[config.mk]
export PLATFORM = sky130hd
export DESIGN_NAME = sev_seg_capture
export DESIGN_NICKNAME = d
export VERILOG_FILES = /design/src/rtl/sev_seg_capture.sv
export SDC_FILE = /design/constraint.sdc
export NUM_CORES = 1
export LEC_CHECK = 0
export ABC_CLOCK_PERIOD_IN_PS = 3870
export BUFFER_PORTS_ARGS = -buffer_cell sky130_fd_sc_hd__buf_2
export CELL_PAD_IN_SITES_DETAIL_PLACEMENT = 2
export CELL_PAD_IN_SITES_GLOBAL_PLACEMENT = 2
export CORE_UTILIZATION = 39
export CTS_CLUSTER_SIZE = 14
export DETAILED_ROUTE_END_ITERATION = 8
export GPL_TIMING_DRIVEN = 0
export PLACE_DENSITY_LB_ADDON = 0.1
export SLEW_MARGIN = 25
export SYNTH_ARGS = -nofsm -noshare
export SYNTH_HDL_FRONTEND = slang
export SYNTH_SLANG_ARGS = --single-unit
[constraint.sdc]
create_clock -name clk -period 3.87 [get_ports clk]
set_input_delay 0.9675 -clock clk [delete_from_list [all_inputs] [get_ports clk]]
set_output_delay 0.9675 -clock clk [all_outputs]
set_load 0.005 [all_outputs]
[src/rtl/sev_seg_capture.sv]
// sev_seg_capture: reads the multiplexed active-low seven-segment/anode lines back into a 16-bit hex frame.
// Optional macro SEVSEG_DP_CAPTURE_EN: also captures each digit's decimal point into decimal_points.
module sev_seg_capture #(
   parameter int STABLE_CYCLES = 4
) (
   input  logic        clk,
   input  logic        reset_n,
   input  logic [7:0]  segments,
   input  logic [3:0]  anodes,
   output logic [15:0] value,
   output logic [3:0]  digit_err,
   output logic        frame_done,
   output logic        sel_error,
   output logic [3:0]  decimal_points
);

   localparam logic [15:0] CNT_SAT     = 16'(STABLE_CYCLES);
   localparam logic [15:0] CNT_CAPTURE = 16'(STABLE_CYCLES - 2);

   typedef enum logic [1:0] {SEL_ACTIVE, SEL_BLANK, SEL_ILLEGAL} sel_t;

   logic [7:0]  s_seg, p_seg;
   logic [3:0]  s_an, p_an;
   logic [15:0] cnt;
   logic [3:0]  seen;
   logic [15:0] sh_val, sh_val_next;
   logic [3:0]  sh_err, sh_err_next;
   logic [3:0]  dec_nib;
   logic        dec_err;
   logic [1:0]  digit;
   logic [3:0]  digit_mask;
   sel_t        s_sel, p_sel;
   logic        changed, capture, frame_complete;

   function automatic sel_t classify(input logic [3:0] an);
      sel_t c;
      case (an)
         4'b1110, 4'b1101, 4'b1011, 4'b0111: c = SEL_ACTIVE;
         4'b1111:                            c = SEL_BLANK;
         default:                            c = SEL_ILLEGAL;
      endcase
      return c;
   endfunction

   always_comb begin
      dec_nib = 4'h0;
      dec_err = 1'b0;
      case (s_seg[7:1])
         7'b0000001: dec_nib = 4'h0;
         7'b1001111: dec_nib = 4'h1;
         7'b0010010: dec_nib = 4'h2;
         7'b0000110: dec_nib = 4'h3;
         7'b1001100: dec_nib = 4'h4;
         7'b0100100: dec_nib = 4'h5;
         7'b0100000: dec_nib = 4'h6;
         7'b0001111: dec_nib = 4'h7;
         7'b0000000: dec_nib = 4'h8;
         7'b0000100: dec_nib = 4'h9;
         7'b0001000: dec_nib = 4'hA;
         7'b1100000: dec_nib = 4'hB;
         7'b0110001: dec_nib = 4'hC;
         7'b1000010: dec_nib = 4'hD;
         7'b0110000: dec_nib = 4'hE;
         7'b0111000: dec_nib = 4'hF;
         default:    dec_err = 1'b1;
      endcase
   end

   always_comb begin
      case (s_an)
         4'b1101: digit = 2'd1;
         4'b1011: digit = 2'd2;
         4'b0111: digit = 2'd3;
         default: digit = 2'd0;
      endcase
   end

   assign digit_mask     = 4'b0001 << digit;
   assign s_sel          = classify(s_an);
   assign p_sel          = classify(p_an);
   assign changed        = (s_seg != p_seg) || (s_an != p_an);
   assign capture        = (s_sel == SEL_ACTIVE) && !changed && (cnt == CNT_CAPTURE);
   assign frame_complete = capture && ((seen | digit_mask) == 4'b1111);

   // Shadows with the current capture merged in, so a completing frame can load in one edge
   always_comb begin
      sh_val_next = sh_val;
      sh_err_next = sh_err;
      sh_val_next[{digit, 2'b00} +: 4] = dec_nib;
      sh_err_next[digit] = dec_err;
   end

   always_ff @(posedge clk) begin
      if (!reset_n) begin
         s_seg      <= 8'h00;
         s_an       <= 4'h0;
         p_seg      <= 8'h00;
         p_an       <= 4'h0;
         cnt        <= 16'd0;
         seen       <= 4'b0000;
         sh_val     <= 16'h0000;
         sh_err     <= 4'b0000;
         value      <= 16'h0000;
         digit_err  <= 4'b0000;
         frame_done <= 1'b0;
         sel_error  <= 1'b0;
      end else begin
         s_seg      <= segments;
         s_an       <= anodes;
         p_seg      <= s_seg;
         p_an       <= s_an;
         frame_done <= 1'b0;
         sel_error  <= (s_sel == SEL_ILLEGAL) && (p_sel != SEL_ILLEGAL);
         if (changed || s_sel != SEL_ACTIVE)
            cnt <= 16'd0;
         else if (cnt != CNT_SAT)
            cnt <= cnt + 16'd1;
         if (capture) begin
            sh_val <= sh_val_next;
            sh_err <= sh_err_next;
            if (frame_complete) begin
               value      <= sh_val_next;
               digit_err  <= sh_err_next;
               frame_done <= 1'b1;
               seen       <= 4'b0000;
            end else begin
               seen <= seen | digit_mask;
            end
         end
      end
   end

`ifdef SEVSEG_DP_CAPTURE_EN
   logic [3:0] sh_dp, sh_dp_next;

   // dp is reported as 1 when lit; it never affects glyph validity
   always_comb begin
      sh_dp_next = sh_dp;
      sh_dp_next[digit] = ~s_seg[0];
   end

   always_ff @(posedge clk) begin
      if (!reset_n) begin
         sh_dp          <= 4'b0000;
         decimal_points <= 4'b0000;
      end else if (capture) begin
         sh_dp <= sh_dp_next;
         if (frame_complete)
            decimal_points <= sh_dp_next;
      end
   end
`else
   assign decimal_points = 4'b0000;
`endif

endmodule

==> results of run 1 <==
-- flip-flops by register name, summed over array words and instances, names as in the netlist --
register	cells
digit_err	4
seen	4
frame_done	1
sel_error	1
p_an	4
sh_val	16
s_an	4
sh_err	4
cnt	16
p_seg	8
s_seg	8
value	16
-- cells by family after synthesis --
group,Yosys count,share of synthesized area
xor+xnor,27,0.0598
fa+ha+maj,12,0.0367
other cells,1,0.000949
simple gates,190,0.256
buf+inv,46,0.0586
compound gates,81,0.144
mux,3,0.00760
flops,86,0.436
-- area by class of cell --
class	instances	share of cell area
plain buffers	26	0.0346
clock inverters	1	0.00670
inverters	20	0.0170
repair buffers	34	0.0380
multi-input cells	317	0.448
clock buffers	14	0.0341
flip-flops and latches	86	0.384
well taps	133	0.0371
-- power by group --
group	switching [mW]	leakage, nW	internal [mW]
combinational	0.0789	0.888	0.0471
clock	0.305	0.0908	0.314
sequential	0.00957	0.698	0.896
-- worst max-delay path: stages (launching register included) --
cell and delay [ns]:
dfxtp_1 0.31, buf_2 0.18, xor2_1 0.17, nand3_1 0.25, inv_1 0.34, ha_1 0.24, o22ai_1 0.09, nor2_1 0.28
a41oi_2 0.27, clkbuf_1 0.35, nand2_1 0.15, o21ai_0 0.08
-- routing by layer --
metal	global-route usage	share of wire
met1	0.277	0.46
met2	0.385	0.50
met3	0.0339	0.027
met4	0.0945	0.015
met5	0	0
-- stage by stage --
step	total power [mW]	setup slack (ns)	cell area, um2
after floorplan	1.01	1.63	3960
after global placement	1.05	0.894	4300
after detailed placement	1.05	0.818	4300
after CTS	1.67	1.05	4480
after global routing	1.72	0.693	4480
final	1.65	1.03	4480
-- synth_stat cells, drive strengths merged, types with 3 or more instances --
library cell  count
o21a              5
nand4            11
nand2            42
a31oi             3
nor2             37
a32oi             6
xnor2            14
clkbuf           11
inv              18
a22o              8
nor3              9
mux2i             3
or3               5
nand3            19
ha               10
o32ai            12
o21ai            17
nor4              5
nor2b             9
and3b             3
buf              15
and2             28
xor2             13
and4              3
dfxtp            86
a21oi            11
o22ai             8
and3              8
-- worst min path at each step --
stage                                 from                endpoint  cells after the start
floorplan           sh_val[2]$_SDFFE_PN0P_  sh_val[2]$_SDFFE_PN0P_                      2
global placement    value[12]$_SDFFE_PN0P_  value[12]$_SDFFE_PN0P_                      2
detailed placement   value[8]$_SDFFE_PN0P_   value[8]$_SDFFE_PN0P_                      2
CTS                  value[8]$_SDFFE_PN0P_   value[8]$_SDFFE_PN0P_                      2
global route        sh_err[0]$_SDFFE_PN0P_  sh_err[0]$_SDFFE_PN0P_                      2
finish               value[8]$_SDFFE_PN0P_   value[8]$_SDFFE_PN0P_                      2
==> results_dict.tcl, run 1 <==
set metrics [dict create \
    grt_pass1_wl_um 17900 \
    cp_max_fo 10 \
    place_congestion 0.791 \
    first_pass_iters 4 \
    hp-class "reg -> reg" \
    ant_nets 0 \
    ys_seq_area_frac 0.436 \
    synthCells 446 \
    hold_viol 0 \
    globalRouteTotalUtil 0.224 \
    rr_startpoint "s_an[1]$_SDFF_PN0_" \
    worstSetupEndpoint "value[3]$_SDFFE_PN0P_" \
    pin_count 40 \
    die_w_um 103 \
    crit_path_start_kind "flip-flop" \
    coreArea_um2 9770 \
    worstSkewPairLatency_ns 0.36 \
    synth_top_area_share 0.436 \
    timing.final.crit_share 0.734 \
    critical_path_class "reg -> reg" \
    slew_headroom 0.560 \
    critPathArrivalTime_ns 3.08 \
    vias_per_cell 5.44 \
    antennaDiodeCount 0 \
    synth_cell_types 53 \
    postSynthAreaPerCell_um2 8.86 \
    crit_required_ns 4.11 \
    netlist_area_um2 3950 \
    clk_pin_slew_worst_paths_ns 0.08 \
    period_needed_ns 2.84 \
    multi_input_area_um2 2010 \
    report.final.slew_viol_count 0 \
    fin_cells 631 \
    async_flop_share 0 \
    layout_common_cells "dfxtp_1 (86), nand2_1 (42), buf_2 (38)" \
    start_util 0.404 \
    cts_root_buffer "clkbuf_8" \
    synth_warnings 0 \
    hold_buffers 0 \
    cts_tree "built" \
    dp_cells 616 \
    cts_made_buffers 9 \
    dieHeight_um 103 \
    nets 518 \
    fmax_mhz 352 \
    final_common_cell "dfxtp_1" \
    synth-edff-count 0 \
    die_area_um2 10500 \
    max_cap_violations 0 \
    seqCellArea_um2 1720 \
    final_util 0.459 \
    ys.flop_type "dfxtp_1" \
    cts_max_path_buffers 2 \
    setup_tns_ns 0 \
    dpl.hpwl_um 8140 \
    rr_endpoint "value[3]$_SDFFE_PN0P_" \
    p_per_area_nw_per_um2 368 \
    yosys.area.top_type "dfxtp_1" \
    wl_per_cell_um 17.3 \
    dr_total_vias 3431 \
    io_buffer_count 34 \
    grt_max_degree 13 \
    gr-total-overflow 0 \
    grt_pass1_vias 3527 \
    r2r_slack_ns 1.03 \
    h-tree-depth 3 \
    p_leak_nw 1.68 \
    drive_above_1_share 0.127 \
    ys_ff_latch 86 \
    antenna_found_initial 0 \
    finalClockSkew_ns 0.0127 \
    holdWs_ns 0.457 \
    postCtsSetupBuffers 0 \
    clkSinkCount 86 \
    rsz0062_at_grt "false" \
    tightest_slew_ns 0.656 \
    drcViolationCount 0 \
    cts_resized 0 \
    n_fill_cell 1125 \
    crit_start "s_an[1]$_SDFF_PN0_" \
    end_kind "flip-flop" \
    vdd_drop_max_mv 0.176 \
    status "finished, final reports clean" \
    drtIter0Drc 55 \
    setup_viol 0 \
    rows 36 \
    synth.area.top_cells "dfxtp_1 (44%), and2_1 (4.4%), nand2_1 (4.0%)" \
    rr_worst_depth 11 \
    area_growth_pct 13.4 \
    wirelength_um 10900 \
]
(Power assumes the default switching activity.)
==> run 2: changes to the inputs <==
- ABC_CLOCK_PERIOD_IN_PS: 3870 -> 2500
- CORE_UTILIZATION: 39 -> 32
- clock period: 3.87 -> 2.5 ns (I/O delays scaled with it)
==> results_dict.tcl, run 2 (synthesis results as in run 1) <==
set metrics [dict create \
    crit_path_start_kind "flip-flop" \
    cts_tree "built" \
    n_fill_cell 1368 \
    max_stage_delay_ns 0.49 \
    report.final.slew_viol_count 0 \
    critPathArrivalTime_ns 2.60 \
    power_mw 3.22 \
    worstSetupEndpoint "value[14]$_SDFFE_PN0P_" \
    rr_worst_depth 7 \
    coreArea_um2 12000 \
    r2r_slack_ns 0.14 \
    grt_max_degree 14 \
    crit_start "s_seg[7]$_SDFF_PN0_" \
    grt_pass1_wl_um 18300 \
    reg.largest.list "cnt x16, sh_val x16, value x16" \
    dieHeight_um 113 \
    final_cell_area_um2 4810 \
    drcViolationCount 0 \
    final_util 0.401 \
    finalClockSkew_ns 0.00814 \
    vdd_drop_max_mv 0.326 \
    multi_input_area_um2 2060 \
    wl_per_cell_um 17.0 \
    status "finished, final reports clean" \
    cts_made_buffers 9 \
    io_buffer_count 34 \
    gr-total-overflow 0 \
    vias_per_cell 5.16 \
    nets 528 \
    hold_viol 0 \
    end_kind "flip-flop" \
    cts_root_buffer "clkbuf_16" \
    dpl.hpwl_um 8100 \
    cp_max_fo 8 \
    min_path_cells 2 \
    die_w_um 113 \
    p_per_area_nw_per_um2 669 \
    tightest_slew_ns 0.609 \
    h-tree-depth 3 \
    first_pass_iters 4 \
    max_cap_violations 0 \
    antenna_found_initial 0 \
    drtIter0Drc 74 \
    setup_viol 0 \
    place_congestion 0.803 \
    pin_count 40 \
    period_needed_ns 2.36 \
    area_growth_pct 21.8 \
    rsz0062_at_grt "false" \
    hold_buffers 0 \
    hp-class "reg -> reg" \
    critical_path_class "reg -> reg" \
    rr_startpoint "s_seg[7]$_SDFF_PN0_" \
    cp_slowest_cell "dfxtp_1" \
    worstSkewPairLatency_ns 0.35 \
    cts_max_path_buffers 2 \
    fmax_mhz 424 \
    slew_headroom 0.594 \
    globalRouteTotalUtil 0.185 \
    clk_pin_slew_worst_paths_ns 0.06 \
    rr_endpoint "value[14]$_SDFFE_PN0P_" \
    die_area_um2 12800 \
    place_area_um2 4320 \
    timing.final.crit_share 0.944 \
    drive_above_1_share 0.175 \
    rows 40 \
    grt_pass1_vias 3546 \
    antennaDiodeCount 0 \
    dr_total_vias 3377 \
    layout_common_cells "dfxtp_1 (86), nand2_1 (41), nor2_1 (36), buf_2 (36), and2_1 (28)" \
    p_leak_nw 1.82 \
    start_util 0.329 \
    final_common_cell "dfxtp_1" \
    path_cells "nor2b_1, and3b_1, o21ai_0, and3_1, buf_1, o22ai_1, a22o_1" \
    ant_nets 0 \
    seqCellArea_um2 1720 \
    crit_required_ns 2.74 \
    clkSinkCount 86 \
    wirelength_um 11100 \
]
==> run 2: cell type report <==
| class | count | area share |
|---|---|---|
| Buffer | 26 | 0.0361 |
| Clock buffer | 12 | 0.0554 |
| Clock inverter | 3 | 0.0187 |
| Inverter | 20 | 0.0159 |
| Multi-Input combinational cell | 317 | 0.428 |
| Sequential cell | 86 | 0.358 |
| Tap cell | 147 | 0.0382 |
| Timing Repair Buffer | 44 | 0.0504 |
==> run 2: repair_timing <==
| item | CTS | global route |
|---|---|---|
| pin swaps | 2 | 4 |
| setup endpoints to repair | 24 | 33 |
| buffers inserted | 4 | 5 |
| cloned | 0 | 1 |
| resized for setup | 11 | 10 |
| endpoints found under the hold margin | 0 | 0 |
==> run 2: worst min-delay path by stage <==
stage / startpoint / to / slack (ns)
2_1_floorplan: sh_val[2]$_SDFFE_PN0P_ / sh_val[2]$_SDFFE_PN0P_ / 0.43
3_3_place_gp: value[11]$_SDFFE_PN0P_ / value[11]$_SDFFE_PN0P_ / 0.43
3_5_place_dp: value[3]$_SDFFE_PN0P_ / value[3]$_SDFFE_PN0P_ / 0.45
4_1_cts: value[3]$_SDFFE_PN0P_ / value[3]$_SDFFE_PN0P_ / 0.46
5_1_grt: value[3]$_SDFFE_PN0P_ / value[3]$_SDFFE_PN0P_ / 0.47
6_report: value[3]$_SDFFE_PN0P_ / value[3]$_SDFFE_PN0P_ / 0.45
==> run 2: metrics by stage <==
step / hold slack, ns / setup TNS (ns) / setup slack, ns / cells
after floorplan: 0.432 / 0 / 0.329 / 449
after global placement: 0.430 / -4.12 / -0.244 / 630
after detailed placement: 0.446 / -5.86 / -0.353 / 630
after CTS: 0.461 / 0 / 0.0228 / 649
after global routing: 0.465 / 0 / 0.00860 / 655
final: 0.453 / 0 / 0.139 / 655
==> run 2: power breakdown <==
group / switching (mW) / internal [mW] / leakage (nW)
Clock: 0.550 / 1.05 / 0.175
Sequential: 0.0147 / 1.39 / 0.698
Combinational: 0.129 / 0.0856 / 0.944
Total: 0.693 / 2.53 / 1.82
==> run 2: layer usage <==
layer  vias to the layer above  share of wire  global-route usage
met5                         -              0                   0
met2                        50           0.48               0.317
li1                       1674              -                   -
met1                      1636           0.47               0.227
met4                         0          0.026              0.0851
met3                        17          0.023              0.0337
==> run 2: worst max-delay path, delay by kind of cell, from the launching register on <==
kind	cells	cell delay, ns
compound gates	3	0.80
buf+inv	1	0.39
flops	1	0.49
simple gates	3	0.57
